===== src/rtl/sdft_pkg.sv =====
// Shared definitions for the sliding-DFT sample feeder.
//   fsm_state_t      handshake FSM state encoding
//   DEF_SAMPLE_WIDTH default ADC sample width
//   DEF_DATA_W       default sample width presented to the sliding DFT
//   centred_w()      width of a DC-centred sample (one sign bit above the ADC width)
package sdft_pkg;

  typedef enum logic [1:0] {
    S_IDLE  = 2'd0,
    S_START = 2'd1,
    S_BUSY  = 2'd2
  } fsm_state_t;

  localparam int DEF_SAMPLE_WIDTH = 12;
  localparam int DEF_DATA_W       = 8;

  function automatic int centred_w(input int sample_width);
    return sample_width + 1;
  endfunction

endpackage


===== src/rtl/dc_tracker.sv =====
// First-order IIR DC estimator for the ADC stream.
//   acc += adc_data - (acc >> DC_SHIFT); dc = acc >> DC_SHIFT
// The accumulator starts at mid-scale, so dc starts at 2^(SAMPLE_WIDTH-1).
// dc is a registered value: the sample that updates acc is centred with the
// previous estimate.
// Ports:
//   clk, resetn     clock, asynchronous active-low reset
//   adc_data        unsigned ADC sample
//   adc_valid       sample strobe
//   dc              current DC estimate
module dc_tracker
  import sdft_pkg::*;
#(
  parameter int SAMPLE_WIDTH = DEF_SAMPLE_WIDTH,
  parameter int DC_SHIFT     = 6
)(
  input  logic                    clk,
  input  logic                    resetn,
  input  logic [SAMPLE_WIDTH-1:0] adc_data,
  input  logic                    adc_valid,
  output logic [SAMPLE_WIDTH-1:0] dc
);

  // acc never exceeds 2^(SAMPLE_WIDTH+DC_SHIFT)-1 for any input sequence, so
  // no guard bit is needed; intermediate wrap cancels in modular arithmetic.
  localparam int ACC_W = SAMPLE_WIDTH + DC_SHIFT;
  localparam logic [ACC_W-1:0] ACC_INIT = ACC_W'(1) << (SAMPLE_WIDTH - 1 + DC_SHIFT);

  logic [ACC_W-1:0] acc;

  always_ff @(posedge clk or negedge resetn) begin
    if (!resetn) begin
      acc <= ACC_INIT;
    end else if (adc_valid) begin
      acc <= acc + ACC_W'(adc_data) - (acc >> DC_SHIFT);
    end
  end

  assign dc = acc[ACC_W-1 -: SAMPLE_WIDTH];

endmodule


===== src/rtl/sdft_feeder.sv =====
// Decimating front end for a sliding DFT.
// ADC samples are DC-centred, boxcar-averaged over DECIM samples, scaled by
// GAIN_SHIFT with saturation to DATA_W, held in a one-entry pending buffer and
// handed to the sliding DFT through a start/ready handshake.
// Build option: SDFT_FEEDER_DC_REMOVE_EN enables the IIR DC tracker;
// otherwise dc is fixed at mid-scale and DC_SHIFT is unused.
// Ports:
//   clk, resetn     clock, asynchronous active-low reset
//   adc_data        unsigned ADC sample, qualified by adc_valid
//   adc_valid       one-cycle sample strobe
//   sdft_ready      sliding DFT idle/ready
//   sdft_start      request to process sdft_sample
//   sdft_sample     signed decimated sample
//   overrun         one-cycle pulse per dropped decimated sample
//   overrun_count   saturating drop counter
//
// state   | meaning
// S_IDLE  | waiting for a pending sample and sdft_ready
// S_START | sdft_start asserted, waiting for the DFT to drop ready
// S_BUSY  | DFT processing, waiting for ready to return
module sdft_feeder
  import sdft_pkg::*;
#(
  parameter int SAMPLE_WIDTH = DEF_SAMPLE_WIDTH,
  parameter int DATA_W       = DEF_DATA_W,
  parameter int DECIM        = 256,
  parameter int GAIN_SHIFT   = 4,
  parameter int DC_SHIFT     = 6
)(
  input  logic                     clk,
  input  logic                     resetn,
  input  logic [SAMPLE_WIDTH-1:0]  adc_data,
  input  logic                     adc_valid,
  input  logic                     sdft_ready,
  output logic                     sdft_start,
  output logic signed [DATA_W-1:0] sdft_sample,
  output logic                     overrun,
  output logic [7:0]               overrun_count
);

  localparam int LOG2D = $clog2(DECIM);
  localparam int CNT_W = (LOG2D > 0) ? LOG2D : 1;
  localparam int CW    = centred_w(SAMPLE_WIDTH);
  localparam int AW    = CW + LOG2D;
  localparam logic [CNT_W-1:0]     CNT_LAST = CNT_W'(DECIM - 1);
  localparam logic signed [CW-1:0] SAT_MAX  = CW'((1 << (DATA_W - 1)) - 1);
  localparam logic signed [CW-1:0] SAT_MIN  = -SAT_MAX - CW'(1);
  localparam logic [SAMPLE_WIDTH-1:0] DC_MID = {1'b1, {(SAMPLE_WIDTH-1){1'b0}}};

  logic [SAMPLE_WIDTH-1:0] dc;

`ifdef SDFT_FEEDER_DC_REMOVE_EN
  dc_tracker #(
    .SAMPLE_WIDTH (SAMPLE_WIDTH),
    .DC_SHIFT     (DC_SHIFT)
  ) u_dc_tracker (
    .clk       (clk),
    .resetn    (resetn),
    .adc_data  (adc_data),
    .adc_valid (adc_valid),
    .dc        (dc)
  );
`else
  assign dc = DC_MID;
`endif

  logic signed [CW-1:0]     centred;
  logic signed [AW-1:0]     sum;
  logic signed [AW-1:0]     sum_next;
  logic [CNT_W-1:0]         cnt;
  logic                     win_done;
  logic signed [CW-1:0]     avg;
  logic signed [CW-1:0]     shifted;
  logic signed [DATA_W-1:0] scaled;

  assign centred  = $signed({1'b0, adc_data}) - $signed({1'b0, dc});
  assign sum_next = sum + AW'(centred);
  assign win_done = adc_valid && (cnt == CNT_LAST);
  // The window total is used directly on the completing sample so the
  // result reaches the pending buffer on that same edge.
  assign avg      = CW'(sum_next >>> LOG2D);
  assign shifted  = avg >>> GAIN_SHIFT;

  always_comb begin
    if (shifted > SAT_MAX)      scaled = SAT_MAX[DATA_W-1:0];
    else if (shifted < SAT_MIN) scaled = SAT_MIN[DATA_W-1:0];
    else                        scaled = shifted[DATA_W-1:0];
  end

  always_ff @(posedge clk or negedge resetn) begin
    if (!resetn) begin
      sum <= '0;
      cnt <= '0;
    end else if (adc_valid) begin
      if (win_done) begin
        sum <= '0;
        cnt <= '0;
      end else begin
        sum <= sum_next;
        cnt <= cnt + 1'b1;
      end
    end
  end

  fsm_state_t               state;
  fsm_state_t               state_next;
  logic                     pend_full;
  logic signed [DATA_W-1:0] pend_data;
  logic                     consume;

  assign consume = (state == S_IDLE) && pend_full && sdft_ready;

  // A consume in the same cycle frees the slot, so a new result never
  // overruns against the entry that is being handed out.
  always_ff @(posedge clk or negedge resetn) begin
    if (!resetn) begin
      pend_full     <= 1'b0;
      pend_data     <= '0;
      overrun       <= 1'b0;
      overrun_count <= '0;
    end else begin
      overrun <= 1'b0;
      if (win_done) begin
        if (!pend_full || consume) begin
          pend_full <= 1'b1;
          pend_data <= scaled;
        end else begin
          overrun <= 1'b1;
          if (overrun_count != 8'hFF) overrun_count <= overrun_count + 8'd1;
        end
      end else if (consume) begin
        pend_full <= 1'b0;
      end
    end
  end

  always_ff @(posedge clk or negedge resetn) begin
    if (!resetn) begin
      state       <= S_IDLE;
      sdft_sample <= '0;
    end else begin
      state <= state_next;
      if (consume) sdft_sample <= pend_data;
    end
  end

  always_comb begin
    state_next = state;
    unique case (state)
      S_IDLE:  if (pend_full && sdft_ready) state_next = S_START;
      S_START: if (!sdft_ready)             state_next = S_BUSY;
      S_BUSY:  if (sdft_ready)              state_next = S_IDLE;
      default:                              state_next = S_IDLE;
    endcase
  end

  always_comb begin
    sdft_start = (state == S_START);
  end

endmodule


===== config.mk =====
export PLATFORM = sky130hd
export DESIGN_NAME = sdft_feeder
export DESIGN_NICKNAME = d
export VERILOG_FILES = /design/src/rtl/sdft_pkg.sv /design/src/rtl/dc_tracker.sv /design/src/rtl/sdft_feeder.sv
export SDC_FILE = /design/constraint.sdc
export NUM_CORES = 1
export LEC_CHECK = 0
export CAP_MARGIN = 0
export CORE_MARGIN = 2
export CORE_UTILIZATION = 30
export DETAILED_ROUTE_END_ITERATION = 12
export PLACE_DENSITY_LB_ADDON = 0.25
export SYNTH_ARGS = -nofsm -noshare
export SYNTH_HDL_FRONTEND = slang
export SYNTH_SLANG_ARGS = --single-unit

===== constraint.sdc =====
create_clock -name clk -period 4.73 [get_ports clk]
set_clock_uncertainty 0.2 [all_clocks]
set_input_delay 0.7095 -clock clk [delete_from_list [all_inputs] [get_ports clk]]
set_output_delay 0.7095 -clock clk [all_outputs]
set_load 0.05 [all_outputs]

# [Yosys cells after proc, flatten, opt, wreduce, memory -nomap -nowiden]
# Index checks and enable logic that the tools add are counted.
[word_totals] input_bits=16 out_inout_bits=18 register_bits=57
[classes] mux=13 n_lt_le_gt_ge=2 n_eq_ne=8 n_bitwise=1 n_addsub=4 n_reduce_logical=12
[op_table] operator="$mux 8" count=3
[op_table] operator="$add 21x13->21" count=1
[op_table] operator="$mux 21" count=1
[op_table] operator="$add 8x1->8 const B" count=2
[op_table] operator="$sub 12x12->13 const B" count=1
[op_table] operator="$gt 9x8->1 const B" count=1
[op_table] operator="$lt 9x8->1 const B" count=1
[op_table] operator="$eq 8x8->1 const B" count=1
[op_table] operator="$ne 8x8->1 const B" count=1
[op_table] operator="$mux 2" count=3
[op_table] operator="$pmux 2 s3" count=1
[op_table] operator="$reduce_and 3->1" count=2
[op_table] operator="$mux 1" count=5
[op_table] operator="$logic_and 1x1->1" count=4
[op_table] operator="$ne 2x1->1 const B" count=2
[op_table] operator="$ne 2x2->1 const B" count=2
[op_table] operator="$reduce_and 2->1" count=2
[op_table] operator="$eq 2x1->1 const B" count=1
[op_table] operator="$eq 2x2->1 const B" count=1
[op_table] operator="$logic_not 2->1" count=1
[op_table] operator="$reduce_bool 2->1" count=1
[op_table] operator="$logic_not 1->1" count=1
[op_table] operator="$logic_or 1x1->1" count=1
[op_table] operator="$not 1->1" count=1

# [Depth between registers and ports, before layout]
# Gate-level depths: netlist of the first run.
[depth] depth_word=6 ltp_mapped=11

# [Worst setup path after synthesis of the first run]
# Ideal clock, no wire load.
[synth_timing] kind="input-to-reg" startpoint="input adc_data[0]" endpoint="register pend_data[1]" setup_slack_ns=1.276 arrival_ns=3.116 required_time_ns=4.392 cell_stages=10 path_buffers=0 path_cell_list="ha_1 -> fa_1 -> a21oi_1 -> o211ai_1 -> a211oi_2 -> o211ai_2 -> a221o_1 -> mux2_4 -> nor3_4 -> a22oi_1"
[synth_via] elab_chain_cells=5 elab_cells_between_ends=6
[synth_lines] item="from (decl)" line="sdft_feeder.sv:32" text="input logic [SAMPLE_WIDTH-1:0] adc_data,"
[synth_lines] item="$sub 12x12->13 *" line="sdft_feeder.sv:76" text="assign centred = $signed({1'b0, adc_data}) - $signed({1'b0, dc});"
[synth_lines] item="$add 21x13->21 *" line="sdft_feeder.sv:77" text="assign sum_next = sum + AW'(centred);"
[synth_lines] item="$lt 9x8->1" line="sdft_feeder.sv:86" text="else if (shifted < SAT_MIN) scaled = SAT_MIN[DATA_W-1:0];"
[synth_lines] item="$mux 8" line="sdft_feeder.sv:86"
[synth_lines] item="$mux 8 *" line="sdft_feeder.sv:85" text="if (shifted > SAT_MAX) scaled = SAT_MAX[DATA_W-1:0];"
[synth_lines] item="to (signal assigned)" line="sdft_feeder.sv:126" text="pend_data <= scaled;"
[synth_lines] item="to (decl)" line="sdft_feeder.sv:108" text="logic signed [DATA_W-1:0] pend_data;"
# Mark *: on every way between the ends. The rest lies on a longest branch, timed or not.
# A chain may end at the register's enable or synchronous reset.

# [Worst setup path after layout of the first run]
[layout_timing] startpoint="input adc_data[11]" endpoint="register pend_data[1]"
# Same word-level chain as after synthesis.

==> flow_summary.rst, run 1 <==
.. list-table::
   :header-rows: 1

   * - Metric
     - Value
   * - Type of element capturing the critical path
     - flop
   * - Largest net degree at the start of global routing
     - 58
   * - Synthesized area per cell
     - 9.239 sq um
   * - First-pass GRT wire length
     - 12,450 um
   * - Max-slew violation count
     - 0
   * - Final Non-Filler Cells
     - 553
   * - Fraction of synthesis flops using an asynchronous set or reset pin
     - 1.000
   * - TritonCTS clock tree
     - yes
   * - Total clock buffers created by CTS
     - 9
   * - Transition time of the tightest slew-check pin
     - 743.0 ps
   * - Max_slew headroom
     - 0.5047
   * - Per-cell via count in the routed design
     - 4.928
   * - Layout overhead on the synthesized area
     - 24.56%
   * - Post-CTS setup repair buffer count
     - 0
   * - DRT iter0 DRCs
     - 188
   * - Number of sinks handled by clock tree synthesis
     - 57
   * - Count of flip-flops with a built-in enable after synthesis
     - 0
   * - Number of antenna-violating nets in the routed design
     - 0
   * - WL per Instance
     - 13.34 um
   * - Max-capacitance violation count
     - 0
   * - Routability congestion estimate from global placement
     - 0.8117
   * - Number of port buffers
     - 33
   * - Setup slack on the worst flop-to-flop path
     - 1310 ps
   * - Worst flop-to-flop path startpoint
     - sum[0]$_DFFE_PN0P_
   * - Buffer levels on the longest clock path
     - 2
   * - Worst slack at placement
     - 413.9 ps
   * - Final hold viol count
     - 0
   * - Total routing resource utilization after global routing
     - 0.1241
   * - R2R Path End
     - pend_data[1]$_DFFE_PN0P_
   * - Core Region
     - 10,980 sq um
   * - Total power per unit cell area
     - 602.7 nW/um^2
   * - Clock transition at the register clock pins on the worst setup and hold paths after CTS
     - 50 ps
   * - Post-cts sizing count
     - 0
   * - Max FO, Critical Path
     - 9
   * - Cell taking the most area after synthesis
     - sky130_fd_sc_hd__dfrtp_1
   * - Number of hold buffers added after CTS
     - 0
   * - CP Data Arrival Time
     - 3950 ps
   * - Clk Latency, worst-skew pair
     - 330 ps
   * - Warning count from the yosys run
     - 0
   * - CTS Root Buffer Type
     - sky130_fd_sc_hd__clkbuf_16
   * - Number of nets at the end of the flow
     - 447
   * - Cell Count Post-Placement
     - 537
   * - Post-route setup slack
     - 770.6 ps
   * - Period utilization
     - 0.8371
   * - Required time reported for the critical path endpoint
     - 4720 ps
   * - Type of the worst setup path
     - in -> reg
   * - Vias in the first global route
     - 2,637
   * - H-tree depth
     - 3
   * - Post-synthesis register bit count
     - 57
   * - Starting Density
     - 0.3112
   * - Met1 layer wirelength in the final routing
     - 3669 um
   * - Total number of vias
     - 2,725
   * - Max Clk Rate
     - 252.6 MHz
   * - Number of antenna violations at the first check in global routing
     - 0
   * - Final core occ
     - 0.3877
   * - Met3 routed wirelength
     - 251 um
   * - Setup total negative slack
     - 0 ps
   * - Area share of the leading cell type in the synthesized netlist
     - 0.4173
   * - Total die area
     - 12,260 sq um
   * - Proportion of layout cells with a drive suffix above 1
     - 0.07990
   * - Max IR drop VDD
     - 222.4 uV
   * - Count of antenna diodes in the layout
     - 0
   * - Hold Path Depth
     - 2
   * - Overall routed net length
     - 7375 um
   * - Number of nets in the synthesized netlist
     - 409
   * - Synthesized cell area
     - 3418 sq um
   * - Top cells by area, synth
     - sky130_fd_sc_hd__dfrtp_1 42%, sky130_fd_sc_hd__ha_1 8.1%, sky130_fd_sc_hd__nand2_1 6.0%, sky130_fd_sc_hd__xor2_1 4.4%, sky130_fd_sc_hd__xnor2_1 3.8%
   * - Number of cell rows
     - 38
   * - Detailed-placement wirelength estimate
     - 5201 um
   * - Aggregate global routing overflow
     - 0
   * - Router iterations before antenna repair
     - 4
   * - Post-route minimum period
     - 3959 ps
   * - Terminating pin of the worst hold path
     - sdft_sample[5]$_DFFE_PN0P_
   * - Die X
     - 110.7 um
   * - Top-Level Pins
     - 34
   * - Startpoint types
     - primary input
   * - Run status
     - complete, no violations
   * - Top routing layer used
     - met4
   * - Final setup violation count
     - 0
   * - Top FF cell, synth
     - sky130_fd_sc_hd__dfrtp_1
   * - Cells on worst reg2reg path
     - 10
   * - Count of distinct cell types in the synthesized netlist
     - 52
   * - Lkg Pwr
     - 1.967 nW
   * - Post-synthesis instance total
     - 370
   * - Drt drc
     - 0
   * - Vertical die dimension
     - 110.7 um
   * - Routed wire length on met2
     - 3332 um
   * - Total power of the final layout
     - 2.566 mW
   * - RSZ-0062 raised after global routing
     - false
   * - Worst hold path class
     - reg -> reg
   * - Hold path startpoint
     - pend_data[5]$_DFFE_PN0P_
   * - Seq/Total Area, Yosys
     - 0.4173
[worst max-delay path, stage by stage]
cell                              delay (ps)
sky130_fd_sc_hd__clkdlybuf4s50_1         540
sky130_fd_sc_hd__inv_1                   210
sky130_fd_sc_hd__ha_1                    450
sky130_fd_sc_hd__a21o_1                  200
sky130_fd_sc_hd__a211oi_1                320
sky130_fd_sc_hd__a21oi_1                 160
sky130_fd_sc_hd__and2_1                  200
sky130_fd_sc_hd__a221o_1                 400
sky130_fd_sc_hd__mux2_4                  330
sky130_fd_sc_hd__nor3_4                  290
sky130_fd_sc_hd__a22oi_1                 140
[through the flow]
stage               hold slack (ps)  cell area (sq um)
floorplan                     213.9               3418
global placement              254.7               3908
detailed placement            249.5               3908
CTS                           264.0               4258
global route                  294.8               4258
finish                        264.7               4258
[worst max-delay path by stage]
stage	start	end	slack, ps	cells past startpoint
5_1_grt	adc_data[11]	pend_data[6]$_DFFE_PN0P_	580	11
4_1_cts	adc_data[11]	pend_data[1]$_DFFE_PN0P_	760	11
3_5_place_dp	adc_data[11]	pend_data[2]$_DFFE_PN0P_	410	11
6_report	adc_data[11]	pend_data[1]$_DFFE_PN0P_	770	11
2_1_floorplan	adc_data[0]	pend_data[1]$_DFFE_PN0P_	1280	10
3_3_place_gp	adc_data[11]	pend_data[2]$_DFFE_PN0P_	490	11
[flip-flops by register name, summed over array words and instances (netlist names)]
| name | count |
|---|---|
| state | 2 |
| sum | 21 |
| sdft_sample | 8 |
| overrun | 1 |
| pend_data | 8 |
| cnt | 8 |
| pend_full | 1 |
| overrun_count | 8 |
[layout make-up]
type	instances	area, sq um
fill	1117	6725
multi-input combinational	279	1864
sequential	57	1426
timing repair buffer	36	347.8
clock buffer	9	225.2
tap	140	175.2
clock inverter	7	125.1
inverter	25	93.84
[synth_stat cells (6+ instances only)]
| cell type | number |
|---|---|
| sky130_fd_sc_hd__dfrtp_1 | 57 |
| sky130_fd_sc_hd__o22ai_1 | 13 |
| sky130_fd_sc_hd__inv_1 | 25 |
| sky130_fd_sc_hd__ha_1 | 22 |
| sky130_fd_sc_hd__a22oi_1 | 6 |
| sky130_fd_sc_hd__a21oi_1 | 20 |
| sky130_fd_sc_hd__nand2_1 | 55 |
| sky130_fd_sc_hd__nand3_1 | 18 |
| sky130_fd_sc_hd__clkbuf_1 | 8 |
| sky130_fd_sc_hd__o21ai_0 | 14 |
| sky130_fd_sc_hd__and2_1 | 10 |
| sky130_fd_sc_hd__xor2_1 | 17 |
| sky130_fd_sc_hd__xnor2_1 | 15 |
| sky130_fd_sc_hd__nand4_1 | 7 |
| sky130_fd_sc_hd__nor2_1 | 21 |
[routing by layer]
metal  GRT usage  vias to the layer above
li1            -                     1386
met1      0.1624                     1292
met2      0.1951                       38
met3     0.03554                        9
met4     0.04583                        0
met5           0                        -
[logic make-up (layout without fill, tap and decap cells)]
group	after synthesis	in the layout	share of synthesized area
AND/OR/NAND/NOR	131	131	0.1863
adder cells (fa/ha/maj)	23	23	0.08638
AO/OA/AOI/OAI	87	87	0.1702
flip-flops	57	57	0.4173
XOR/XNOR	32	32	0.08199
multiplexers	6	6	0.02050
buffers and inverters	34	77	0.03733
[power breakdown]
part           leakage [nW]  internal, mW  total [mW]  switching, mW
sequential            0.746         0.608       0.691         0.0838
combinational          1.05         0.485        1.11          0.624
clock                 0.171         0.520       0.766          0.246
[placed cells by master, fill, tap and decap left out, types with 5 or more instances in the layout]
master / n
sky130_fd_sc_hd__and3_1: 5
sky130_fd_sc_hd__a21oi_1: 20
sky130_fd_sc_hd__a22oi_1: 6
sky130_fd_sc_hd__xnor2_1: 15
sky130_fd_sc_hd__nand2_1: 55
sky130_fd_sc_hd__nor2_1: 21
sky130_fd_sc_hd__o22ai_1: 13
sky130_fd_sc_hd__xor2_1: 17
sky130_fd_sc_hd__dfrtp_1: 57
sky130_fd_sc_hd__and2_1: 10
sky130_fd_sc_hd__ha_1: 22
sky130_fd_sc_hd__nand3_1: 18
sky130_fd_sc_hd__inv_1: 25
sky130_fd_sc_hd__o21ai_0: 14
sky130_fd_sc_hd__clkbuf_16: 9
sky130_fd_sc_hd__nand4_1: 7
sky130_fd_sc_hd__clkdlybuf4s50_1: 32
Power figures use the tool's default switching activity.
==> run 2, diff against run 1 <==
clock period = 3.9 ns   (was 4.73 ns; I/O delays follow)
==> flow_summary.rst, run 2 (same netlist as run 1, synthesis figures left out) <==
.. list-table::
   :header-rows: 1

   * - Metric
     - Value
   * - Gate power share
     - 0.467
   * - Router iterations before antenna repair
     - 4
   * - Number of nets at the end of the flow
     - 460
   * - Total power of the final layout
     - 3.053 mW
   * - FF+latch area
     - 1426 sq um
   * - Max Clk Rate
     - 276.8 MHz
   * - Critical path, cell by cell
     - clkdlybuf4s50_1, ha_1, fa_1, a21oi_1, o211ai_1, a211oi_2, o211ai_2, a221o_1, mux2_4, nor3_4, a22oi_1
   * - Transition time of the tightest slew-check pin
     - 1018 ps
   * - First-pass GRT wire length
     - 13,050 um
   * - Run status
     - complete, no violations
   * - Busiest metal layer after global routing
     - met2
   * - Number of flip-flops in the largest register
     - 21
   * - Type of the worst setup path
     - in -> reg
   * - Max-capacitance violation count
     - 0
   * - Number of cell rows
     - 38
   * - Per-cell via count in the routed design
     - 4.931
   * - TritonCTS clock tree
     - yes
   * - Post-CTS setup repair buffer count
     - 0
   * - Post-route minimum period
     - 3613 ps
   * - Setup total negative slack
     - 0 ps
   * - Number of port buffers
     - 33
   * - Type of element capturing the critical path
     - flop
   * - Switching Fraction
     - 0.3816
   * - GR met2 Demand/Resource
     - 0.2008
   * - Multi-input logic area
     - 1864 sq um
   * - CTS Root Buffer Type
     - sky130_fd_sc_hd__clkbuf_16
   * - Largest register by flop count
     - sum
   * - Most frequent standard cell in the layout excluding fill and tap cells
     - sky130_fd_sc_hd__dfrtp_1
   * - Net switching power
     - 1.165 mW
   * - Critical Path Slowest Stage Cell
     - sky130_fd_sc_hd__clkdlybuf4s50_1
   * - Cells on worst reg2reg path
     - 10
   * - Number of sinks handled by clock tree synthesis
     - 57
   * - Overall routed net length
     - 7434 um
   * - Top-Level Pins
     - 34
   * - Number of hold buffers added after CTS
     - 0
   * - Met3 routing resource usage after global routing
     - 0.03390
   * - Number of antenna-violating nets in the routed design
     - 0
   * - Max IR drop VDD
     - 269.9 uV
   * - WL per Instance
     - 13.13 um
   * - H-tree depth
     - 3
   * - Lkg Pwr
     - 1.998 nW
   * - Clock power frac
     - 0.259
   * - DRT iter0 DRCs
     - 164
   * - Total routing resource utilization after global routing
     - 0.1289
   * - Proportion of power drawn by flip-flops and latches
     - 0.274
   * - Max FO, Critical Path
     - 6
   * - Delay of the slowest cell on the worst path
     - 410 ps
   * - Buffer levels on the longest clock path
     - 2
   * - Total die area
     - 12,260 sq um
   * - Vertical die dimension
     - 110.7 um
   * - Die X
     - 110.7 um
   * - Proportion of layout cells with a drive suffix above 1
     - 0.1080
   * - Total power per unit cell area
     - 708.5 nW/um^2
   * - Layout overhead on the synthesized area
     - 26.06%
   * - FILL cells
     - 1,087
   * - Count of antenna diodes in the layout
     - 0
   * - CP Data Arrival Time
     - 3600 ps
   * - Detailed-placement wirelength estimate
     - 5407 um
   * - Starting Density
     - 0.3112
   * - Setup slack on the worst flop-to-flop path
     - 590 ps
   * - Number of antenna violations at the first check in global routing
     - 0
   * - Vias in the first global route
     - 2,751
   * - Post-cts sizing count
     - 0
   * - Final setup violation count
     - 0
   * - Aggregate global routing overflow
     - 0
   * - Required time reported for the critical path endpoint
     - 3890 ps
   * - Startpoint types
     - primary input
   * - R2R Path End
     - pend_data[6]$_DFFE_PN0P_
   * - Area after detailed placement
     - 4005 sq um
   * - Worst flop-to-flop path startpoint
     - sum[0]$_DFFE_PN0P_
   * - Clk Latency, worst-skew pair
     - 330 ps
   * - Total number of vias
     - 2,791
   * - Drt drc
     - 0
   * - RSZ-0062 raised after global routing
     - false
   * - Total clock buffers created by CTS
     - 9
   * - Final hold viol count
     - 0
   * - Met1 usage in global routing
     - 0.1704
   * - Cell Int Power
     - 1.888 mW
   * - Max-slew violation count
     - 0
   * - Clock transition at the register clock pins on the worst setup and hold paths after CTS
     - 60 ps
   * - Worst hold path class
     - in -> async
   * - Post-Layout Inst Area
     - 4309 sq um
   * - Period utilization
     - 0.9263
   * - Max_slew headroom
     - 0.3211
   * - Most frequent cells in the layout
     - 57 x sky130_fd_sc_hd__dfrtp_1, 55 x sky130_fd_sc_hd__nand2_1, 32 x sky130_fd_sc_hd__clkdlybuf4s50_1
   * - Core Region
     - 10,980 sq um
   * - Largest net degree at the start of global routing
     - 45
   * - Routability congestion estimate from global placement
     - 0.8732
==> run 2: cell types whose count changed in the layout (fill, tap and decap cells not counted), sizes merged <==
| cell | before | now |
|---|---|---|
| clkinvlp | 0 | 3 |
| bufinv | 3 | 1 |
| clkinv | 2 | 1 |
| buf | 4 | 17 |
==> run 2: worst max path at each step <==
stage                 from                        to  slack [ps]  cells past startpoint
6_report       adc_data[0]  pend_data[6]$_DFFE_PN0P_         290                     11
3_3_place_gp   adc_data[0]  pend_data[2]$_DFFE_PN0P_           2                     11
3_5_place_dp   adc_data[0]  pend_data[6]$_DFFE_PN0P_         -50                     11
4_1_cts        adc_data[0]  pend_data[6]$_DFFE_PN0P_         280                     11
5_1_grt        adc_data[0]  pend_data[2]$_DFFE_PN0P_          80                     11
2_1_floorplan  adc_data[0]  pend_data[1]$_DFFE_PN0P_         570                     10
==> run 2: per-stage QoR <==
step | hold WS [ps] | setup slack, ps | util | std cells
after floorplan | 89.41 | 570.7 | - | 370
after global placement | 251.6 | 1.790 | 0.3647 | 550
after detailed placement | 251.0 | -46.73 | 0.3647 | 550
after CTS | 265.4 | 282.9 | 0.3923 | 566
after global routing | 292.3 | 80.16 | 0.3923 | 566
final | 217.5 | 287.4 | 0.3923 | 566
==> run 2: final cells by class <==
| cell class | instances | share of cell area |
|---|---|---|
| inverter | 25 | 0.02178 |
| multi-input combinational | 279 | 0.4326 |
| clock inverter | 7 | 0.01829 |
| sequential | 57 | 0.3310 |
| clock buffer | 9 | 0.05226 |
| timing repair buffer | 49 | 0.1034 |
| tap | 140 | 0.04065 |
==> run 2: per-layer routing <==
metal | vias to the layer above | wire [um] | part of all wire
met5 | - | 0 | 0
met4 | 0 | 141 | 0.019
met3 | 11 | 267 | 0.036
met2 | 38 | 3282 | 0.44
met1 | 1315 | 3742 | 0.50
li1 | 1427 | - | -
==> run 2: critical path: cells and delay by family <==
family | cells | cell delay [ps]
mux | 1 | 330
simple gates | 1 | 280
fa+ha+maj | 2 | 600
buf+inv | 1 | 410
compound gates | 6 | 1380
==> run 2: power by group through the flow <==
stage	registers (mW)	logic [mW]	clock network, mW
after floorplan	0.822	1.07	0
after CTS	0.837	1.43	0.820
after detailed placement	0.846	1.42	0
after global placement	0.844	1.41	0
after global routing	0.862	1.60	0.845
final	0.836	1.42	0.792
